<file path="config.mk">
export PLATFORM = sky130hd
export DESIGN_NAME = xocc_chan_hub
export DESIGN_NICKNAME = d
export VERILOG_FILES = /design/src/rtl/xocc_chan_hub.sv
export SDC_FILE = /design/constraint.sdc
export NUM_CORES = 2
export LEC_CHECK = 0
export ABC_AREA = 1
export CORE_UTILIZATION = 35
export DETAILED_ROUTE_END_ITERATION = 8
export GPL_TIMING_DRIVEN = 0
export PLACE_DENSITY_LB_ADDON = 0.3
export SLEW_MARGIN = 10
export SYNTH_ARGS = -nofsm -noshare
export SYNTH_HDL_FRONTEND = slang
export SYNTH_SLANG_ARGS = --single-unit
</file>
<file path="constraint.sdc">
create_clock -name i_pad_clk -period 44.8 [get_ports i_pad_clk]
set_input_delay 4.48 -clock i_pad_clk [delete_from_list [all_inputs] [get_ports i_pad_clk]]
set_output_delay 4.48 -clock i_pad_clk [all_outputs]
set_load 0.01 [all_outputs]
</file>
<file path="src/rtl/xocc_chan_hub.sv">
// xocc_chan_hub: CPU <-> XOCC accelerator command/response buffer hub.
// CPU words are assembled into CMD_WORDS-wide commands and queued per channel.
// Accelerators return 32-bit responses into per-channel queues that the CPU pops.
module xocc_chan_hub #(
    parameter int unsigned NUM_CH    = 2,
    parameter int unsigned CMD_WORDS = 3,
    parameter int unsigned DEPTH     = 4,
    parameter int unsigned CHW       = (NUM_CH > 1) ? $clog2(NUM_CH) : 1
) (
    input  logic                            i_pad_clk,
    input  logic                            i_pad_rst,
    input  logic                            cpu_wr_vld,
    input  logic [CHW-1:0]                  cpu_wr_ch,
    input  logic [31:0]                     cpu_wr_data,
    output logic                            cpu_wr_rdy,
    input  logic                            cpu_rsp_pop,
    input  logic [CHW-1:0]                  cpu_rsp_ch,
    output logic                            cpu_rsp_vld,
    output logic [31:0]                     cpu_rsp_data,
    output logic                            cpu_rsp_err,
    input  logic [NUM_CH-1:0]               cpu_ch_flush,
    input  logic [NUM_CH-1:0]               cpu_err_clr,
    output logic [NUM_CH-1:0]               ch_err,
    output logic [NUM_CH-1:0]               rsp_irq,
    output logic [NUM_CH*32*CMD_WORDS-1:0]  xocc_cmd_buffer,
    output logic [NUM_CH-1:0]               xocc_cmd_empty,
    input  logic [NUM_CH-1:0]               xocc_cmd_rd_en,
    input  logic [NUM_CH*32-1:0]            xocc_rsp_buffer,
    input  logic [NUM_CH-1:0]               xocc_rsp_wr_en,
    output logic [NUM_CH-1:0]               xocc_rsp_full
);

    localparam int unsigned CMD_W = 32 * CMD_WORDS;
    localparam int unsigned PW    = (DEPTH > 1) ? $clog2(DEPTH) : 1;
    localparam int unsigned CW    = $clog2(DEPTH) + 1;
    localparam int unsigned WCW   = (CMD_WORDS > 1) ? $clog2(CMD_WORDS) : 1;

    localparam logic [WCW-1:0] WCNT_LAST = WCW'(CMD_WORDS - 1);
    localparam logic [CW-1:0]  CNT_FULL  = CW'(DEPTH);

    logic [NUM_CH-1:0] cmd_full;
    logic [NUM_CH-1:0] rsp_empty;
    logic [NUM_CH-1:0] rsp_pop_v;
    logic [NUM_CH-1:0] pop_err_v;
    logic [31:0]       rsp_head [NUM_CH];
    logic              rsp_ch_ok;
    logic              pop_ok;
    logic              pop_bad;
    logic [31:0]       pop_data;

    assign rsp_ch_ok = 32'(cpu_rsp_ch) < NUM_CH;

    // Write ready follows the selected channel's full flag; unknown channels always accept
    always_comb begin
        cpu_wr_rdy = 1'b1;
        for (int i = 0; i < int'(NUM_CH); i++) begin
            if (cpu_wr_ch == CHW'(i) && cmd_full[i]) begin
                cpu_wr_rdy = 1'b0;
            end
        end
    end

    for (genvar g = 0; g < int'(NUM_CH); g++) begin : g_ch
        logic [WCW-1:0]   wcnt;
        logic [CMD_W-1:0] asm_q;
        logic [CMD_W-1:0] cmd_in;
        logic [CMD_W-1:0] cmd_mem [DEPTH];
        logic [PW-1:0]    cmd_wp;
        logic [PW-1:0]    cmd_rp;
        logic [CW-1:0]    cmd_cnt;
        logic [31:0]      rsp_mem [DEPTH];
        logic [PW-1:0]    rsp_wp;
        logic [PW-1:0]    rsp_rp;
        logic [CW-1:0]    rsp_cnt;
        logic             err_q;
        logic             flush;
        logic             wr_acc;
        logic             cmd_push;
        logic             cmd_pop;
        logic             rd_err;
        logic             rsp_push;
        logic             rsp_drop;
        logic             pop_hit;
        logic             rsp_pop;
        logic             pop_err;

        assign flush = cpu_ch_flush[g];

        assign cmd_full[g]       = cmd_cnt == CNT_FULL;
        assign xocc_cmd_empty[g] = cmd_cnt == '0;
        assign xocc_rsp_full[g]  = rsp_cnt == CNT_FULL;
        assign rsp_empty[g]      = rsp_cnt == '0;
        assign rsp_irq[g]        = !rsp_empty[g];
        assign ch_err[g]         = err_q;

        assign xocc_cmd_buffer[g*CMD_W +: CMD_W] = cmd_mem[cmd_rp];
        assign rsp_head[g]                       = rsp_mem[rsp_rp];

        // All event qualifiers use the pre-cycle flags; flush suppresses every push/pop
        assign wr_acc   = cpu_wr_vld && (cpu_wr_ch == CHW'(g)) && !cmd_full[g];
        assign cmd_push = wr_acc && (wcnt == WCNT_LAST) && !flush;
        assign rd_err   = xocc_cmd_rd_en[g] && xocc_cmd_empty[g];
        assign cmd_pop  = xocc_cmd_rd_en[g] && !xocc_cmd_empty[g] && !flush;
        assign rsp_drop = xocc_rsp_wr_en[g] && xocc_rsp_full[g];
        assign rsp_push = xocc_rsp_wr_en[g] && !xocc_rsp_full[g] && !flush;
        assign pop_hit  = cpu_rsp_pop && (cpu_rsp_ch == CHW'(g));
        assign pop_err  = pop_hit && rsp_empty[g];
        assign rsp_pop  = pop_hit && !rsp_empty[g] && !flush;

        assign rsp_pop_v[g] = rsp_pop;
        assign pop_err_v[g] = pop_err;

        // Merge the incoming word into the partially assembled command
        always_comb begin
            cmd_in = asm_q;
            cmd_in[32*int'(wcnt) +: 32] = cpu_wr_data;
        end

        // Word counter and assembly register
        always_ff @(posedge i_pad_clk or posedge i_pad_rst) begin
            if (i_pad_rst) begin
                wcnt  <= '0;
                asm_q <= '0;
            end else if (flush) begin
                wcnt <= '0;
            end else if (wr_acc) begin
                asm_q <= cmd_in;
                wcnt  <= (wcnt == WCNT_LAST) ? '0 : wcnt + WCW'(1);
            end
        end

        // Command FIFO
        always_ff @(posedge i_pad_clk or posedge i_pad_rst) begin
            if (i_pad_rst) begin
                for (int i = 0; i < int'(DEPTH); i++) begin
                    cmd_mem[i] <= '0;
                end
                cmd_wp  <= '0;
                cmd_rp  <= '0;
                cmd_cnt <= '0;
            end else if (flush) begin
                cmd_wp  <= '0;
                cmd_rp  <= '0;
                cmd_cnt <= '0;
            end else begin
                if (cmd_push) begin
                    cmd_mem[cmd_wp] <= cmd_in;
                    cmd_wp          <= cmd_wp + PW'(1);
                end
                if (cmd_pop) begin
                    cmd_rp <= cmd_rp + PW'(1);
                end
                case ({cmd_push, cmd_pop})
                    2'b10:   cmd_cnt <= cmd_cnt + CW'(1);
                    2'b01:   cmd_cnt <= cmd_cnt - CW'(1);
                    default: cmd_cnt <= cmd_cnt;
                endcase
            end
        end

        // Response FIFO
        always_ff @(posedge i_pad_clk or posedge i_pad_rst) begin
            if (i_pad_rst) begin
                for (int i = 0; i < int'(DEPTH); i++) begin
                    rsp_mem[i] <= '0;
                end
                rsp_wp  <= '0;
                rsp_rp  <= '0;
                rsp_cnt <= '0;
            end else if (flush) begin
                rsp_wp  <= '0;
                rsp_rp  <= '0;
                rsp_cnt <= '0;
            end else begin
                if (rsp_push) begin
                    rsp_mem[rsp_wp] <= xocc_rsp_buffer[g*32 +: 32];
                    rsp_wp          <= rsp_wp + PW'(1);
                end
                if (rsp_pop) begin
                    rsp_rp <= rsp_rp + PW'(1);
                end
                case ({rsp_push, rsp_pop})
                    2'b10:   rsp_cnt <= rsp_cnt + CW'(1);
                    2'b01:   rsp_cnt <= rsp_cnt - CW'(1);
                    default: rsp_cnt <= rsp_cnt;
                endcase
            end
        end

        // Sticky error: a new error event beats a same-cycle clear
        always_ff @(posedge i_pad_clk or posedge i_pad_rst) begin
            if (i_pad_rst) begin
                err_q <= 1'b0;
            end else if (rd_err || rsp_drop || pop_err) begin
                err_q <= 1'b1;
            end else if (cpu_err_clr[g]) begin
                err_q <= 1'b0;
            end
        end
    end

    // Select the popped response head and classify the pop request
    always_comb begin
        pop_ok   = |rsp_pop_v;
        pop_data = '0;
        for (int i = 0; i < int'(NUM_CH); i++) begin
            if (rsp_pop_v[i]) begin
                pop_data = rsp_head[i];
            end
        end
        pop_bad = cpu_rsp_pop && (!rsp_ch_ok || (|pop_err_v));
    end

    // Registered CPU response port
    always_ff @(posedge i_pad_clk or posedge i_pad_rst) begin
        if (i_pad_rst) begin
            cpu_rsp_vld  <= 1'b0;
            cpu_rsp_data <= '0;
            cpu_rsp_err  <= 1'b0;
        end else begin
            cpu_rsp_vld <= pop_ok;
            cpu_rsp_err <= pop_bad;
            if (pop_ok) begin
                cpu_rsp_data <= pop_data;
            end
        end
    end

endmodule

</file>
==> impl_metrics.py <==
metrics = {
    "run_status": {
        "outcome": "completed",
    },
    "layout": {
        "nFillCells": 16239,
        "multi_input_area_mm2": 0.0215,
        "syn_to_final_growth_pct": 19.4,
        "final_util_pct": 42.2,
        "fin_nets": 7682,
        "postLayoutCellArea_mm2": 0.0689,
        "final_common_cell": "nand2_1",
        "seqCellArea_mm2": 0.0321,
        "layout_common_cells": "nand2_1, dfrtp_1, o21ai_0",
        "finalNonFillerCells": 9834,
        "drive_gt1_share_pct": 6.23,
    },
    "synth": {
        "synth.ff_latch_count": 1284,
        "yosysWarnings": 0,
        "yosysUniqueCellTypes": 34,
        "ys_top_cells_by_area": "dfrtp_1, nand2_1, o21ai_0",
        "synth_edf_count": 0,
        "netlist_area_mm2": 0.0577,
        "async_flop_share_pct": 100,
        "synth_top_area_share_pct": 55.7,
        "yosys.area.top_type": "dfrtp_1",
        "synth_seq_area_share_pct": 55.7,
        "syn_nets": 7182,
        "syn_inst": 7044,
        "synth.avg_cell_area_um2": 8.19,
        "ys.flop_type": "dfrtp_1",
    },
    "detailed_routing": {
        "wl_um": 206000,
        "drt-vias-per-instance": 5.30,
        "ant_nets": 0,
        "vias": 52154,
        "first_iter_violations": 5950,
        "wl_per_cell_um": 21.0,
        "drt-pass1-iter-count": 6,
        "route.detailed.drc": 0,
    },
    "power": {
        "power.leakage_nw": 33.5,
        "vdd_drop_max_mv": 0.0355,
        "fin_total_pwr_mw": 3.93,
        "power_density_mw_per_mm2": 57.1,
    },
    "floorplan": {
        "die-area_mm2": 0.166,
        "die_h_um": 408,
        "initial_core_util_pct": 35.3,
        "ios": 345,
        "die_w_um": 408,
        "core_mm2": 0.163,
        "rows": 148,
    },
    "placement": {
        "place_area_mm2": 0.0642,
        "io_buffer_count": 343,
        "hpwlAfterDp_um": 146000,
        "gp_congestion": 0.956,
        "dp.cells": 9574,
        "preCtsSetupSlack_ns": 34.11,
    },
    "clock_network": {
        "htree_num_levels": 4,
        "path_clk_slew_ns": 0.05,
        "cts_sinks": 1284,
        "cts_buffers": 143,
        "cts_tree": "done",
        "cts_setup_buffers": 0,
        "insertion_delay_ns": 0.79,
        "hold_buffers": 0,
        "cts.path.max_buffers": 3,
        "cts_root_buf": "clkbuf_16",
        "cts_resized": 0,
    },
    "global_routing": {
        "grt_pass1_vias": 50016,
        "overflow": 0,
        "grt_pass1_wl_um": 311000,
        "antenna_found_initial": 18,
        "grt_max_degree": 119,
        "grt_use_total_pct": 24.3,
    },
    "timing": {
        "final_hold_viol_count": 0,
        "worst_pin_slew_ns": 0.979,
        "fin_crit_sh_pct": 24.0,
        "setup_viol": 0,
        "clock-skew-final_ns": 0.0440,
        "final.setup.tns_ns": 0,
        "rsz0062_at_grt": "false",
        "hold-worst-slack_ns": 0.472,
        "fin_ws_ns": 34.03,
        "clock.fmax_mhz": 92.9,
        "maxSlewViolCount": 0,
        "post-route-min-period_ns": 10.77,
        "maxSlewHeadroom_pct": 34.8,
    },
    "critical_path": {
        "regToRegStartpoint": "g_ch[1].wcnt[0]$_DFFE_PP0P_",
        "crit_arrival_ns": 6.29,
        "path_cells": "clkdlybuf4s50_1, nor2_1, a31oi_1, clkdlybuf4s50_1",
        "path_max_fanout": 4,
        "worst_setup_path_end_kind": "output port",
        "cp_common_cell": "clkdlybuf4s50_1",
        "worstSetupPathType": "input pin to output port",
        "regToRegSetupSlack_ns": 42.12,
        "reg2reg_depth": 8,
        "cpPeakStageDelay_ns": 0.66,
        "required_ns": 40.32,
        "cp-start-kind": "input pin",
        "reg2reg_to": "g_ch[1].cmd_mem[76]$_DFFE_PP0P_",
        "cp_slowest_cell": "clkdlybuf4s50_1",
    },
    "worst_hold_path": {
        "min_path_cells": 2,
        "hp-class": "register to register",
        "hold-path-endpoint": "g_ch[1].cmd_mem[278]$_DFFE_PP0P_",
        "min-delay-start": "g_ch[1].cmd_mem[278]$_DFFE_PP0P_",
    },
    "job": {
        "cap_viol_max_count": 0,
    },
}
[synthesized netlist by cell type, types with 17 or more instances]
library cell and count:
buf_2 128, buf_4 32, buf_6 50, clkbuf_1 271, dfrtp_1 1284, ha_1 24
inv_1 405, nand2_1 2455, nand2_2 17, nand3_1 81, nand4_1 33, nor2_1 533
o21ai_0 1267, o22ai_1 416
[critical path, delay by kind of cell]
kind / cells / cell delay, ns
buffers and inverters: 2 / 1.29
AO/OA/AOI/OAI: 1 / 0.41
AND/OR/NAND/NOR: 1 / 0.10
[kinds of logic (layout without fill, tap and decap cells)]
logic type	Yosys count	after routing	synth area share, %
simple gates	3130	3130	20.9
compound gates	1697	1697	15.6
flops	1284	1284	55.7
buf+inv	901	1510	7.04
fa+ha+maj	28	28	0.660
xor+xnor	4	4	0.0607
other cells	0	6	0
[final cells by class]
class	instances	share of cell area, %
flip-flops and latches	1284	46.7
multi-input cells	4859	31.2
clock buffers	205	5.91
repair buffers	355	5.46
well taps	2175	3.95
plain buffers	485	3.60
inverters	416	2.31
clock inverters	49	0.897
diodes	6	0.0218
[power by group]
part	switching [mW]	internal (mW)	total [mW]
Sequential	0.107	1.38	1.49
Combinational	0.816	0.439	1.26
Clock	0.506	0.679	1.18
[flip-flops by register name, indices dropped and copies added (netlist names)]
register and cells:
g_ch.cmd_mem 768, g_ch.rsp_mem 256, g_ch.asm_q 192, cpu_rsp_data 32, g_ch.cmd_cnt 6, g_ch.rsp_cnt 6
g_ch.cmd_rp 4, g_ch.cmd_wp 4, g_ch.rsp_rp 4, g_ch.rsp_wp 4, g_ch.wcnt 4, g_ch.err_q 2
cpu_rsp_err 1, cpu_rsp_vld 1
[how the worst max path moves through the flow]
| stage | slack [ns] | cells after the start | start | to |
|---|---|---|---|---|
| after floorplan | 4.13 | 1 | i_pad_rst | cpu_rsp_data[0]$_DFFE_PP0P_ |
| after global placement | -11.39 | 2 | i_pad_rst | g_ch[0].cmd_mem[332]$_DFFE_PP0P_ |
| after detailed placement | 34.11 | 4 | cpu_wr_ch | cpu_wr_rdy |
| after CTS | 34.10 | 4 | cpu_wr_ch | cpu_wr_rdy |
| after global routing | 34.06 | 4 | cpu_wr_ch | cpu_wr_rdy |
| final | 34.03 | 4 | cpu_wr_ch | cpu_wr_rdy |
[routing by layer]
metal  global-route usage, %  share of wire [%]
met5                       0              0.019
met1                    33.6                 42
met3                    5.76                9.7
met4                    10.1                4.2
met2                    36.2                 44
Power figures use the tool's default switching activity.
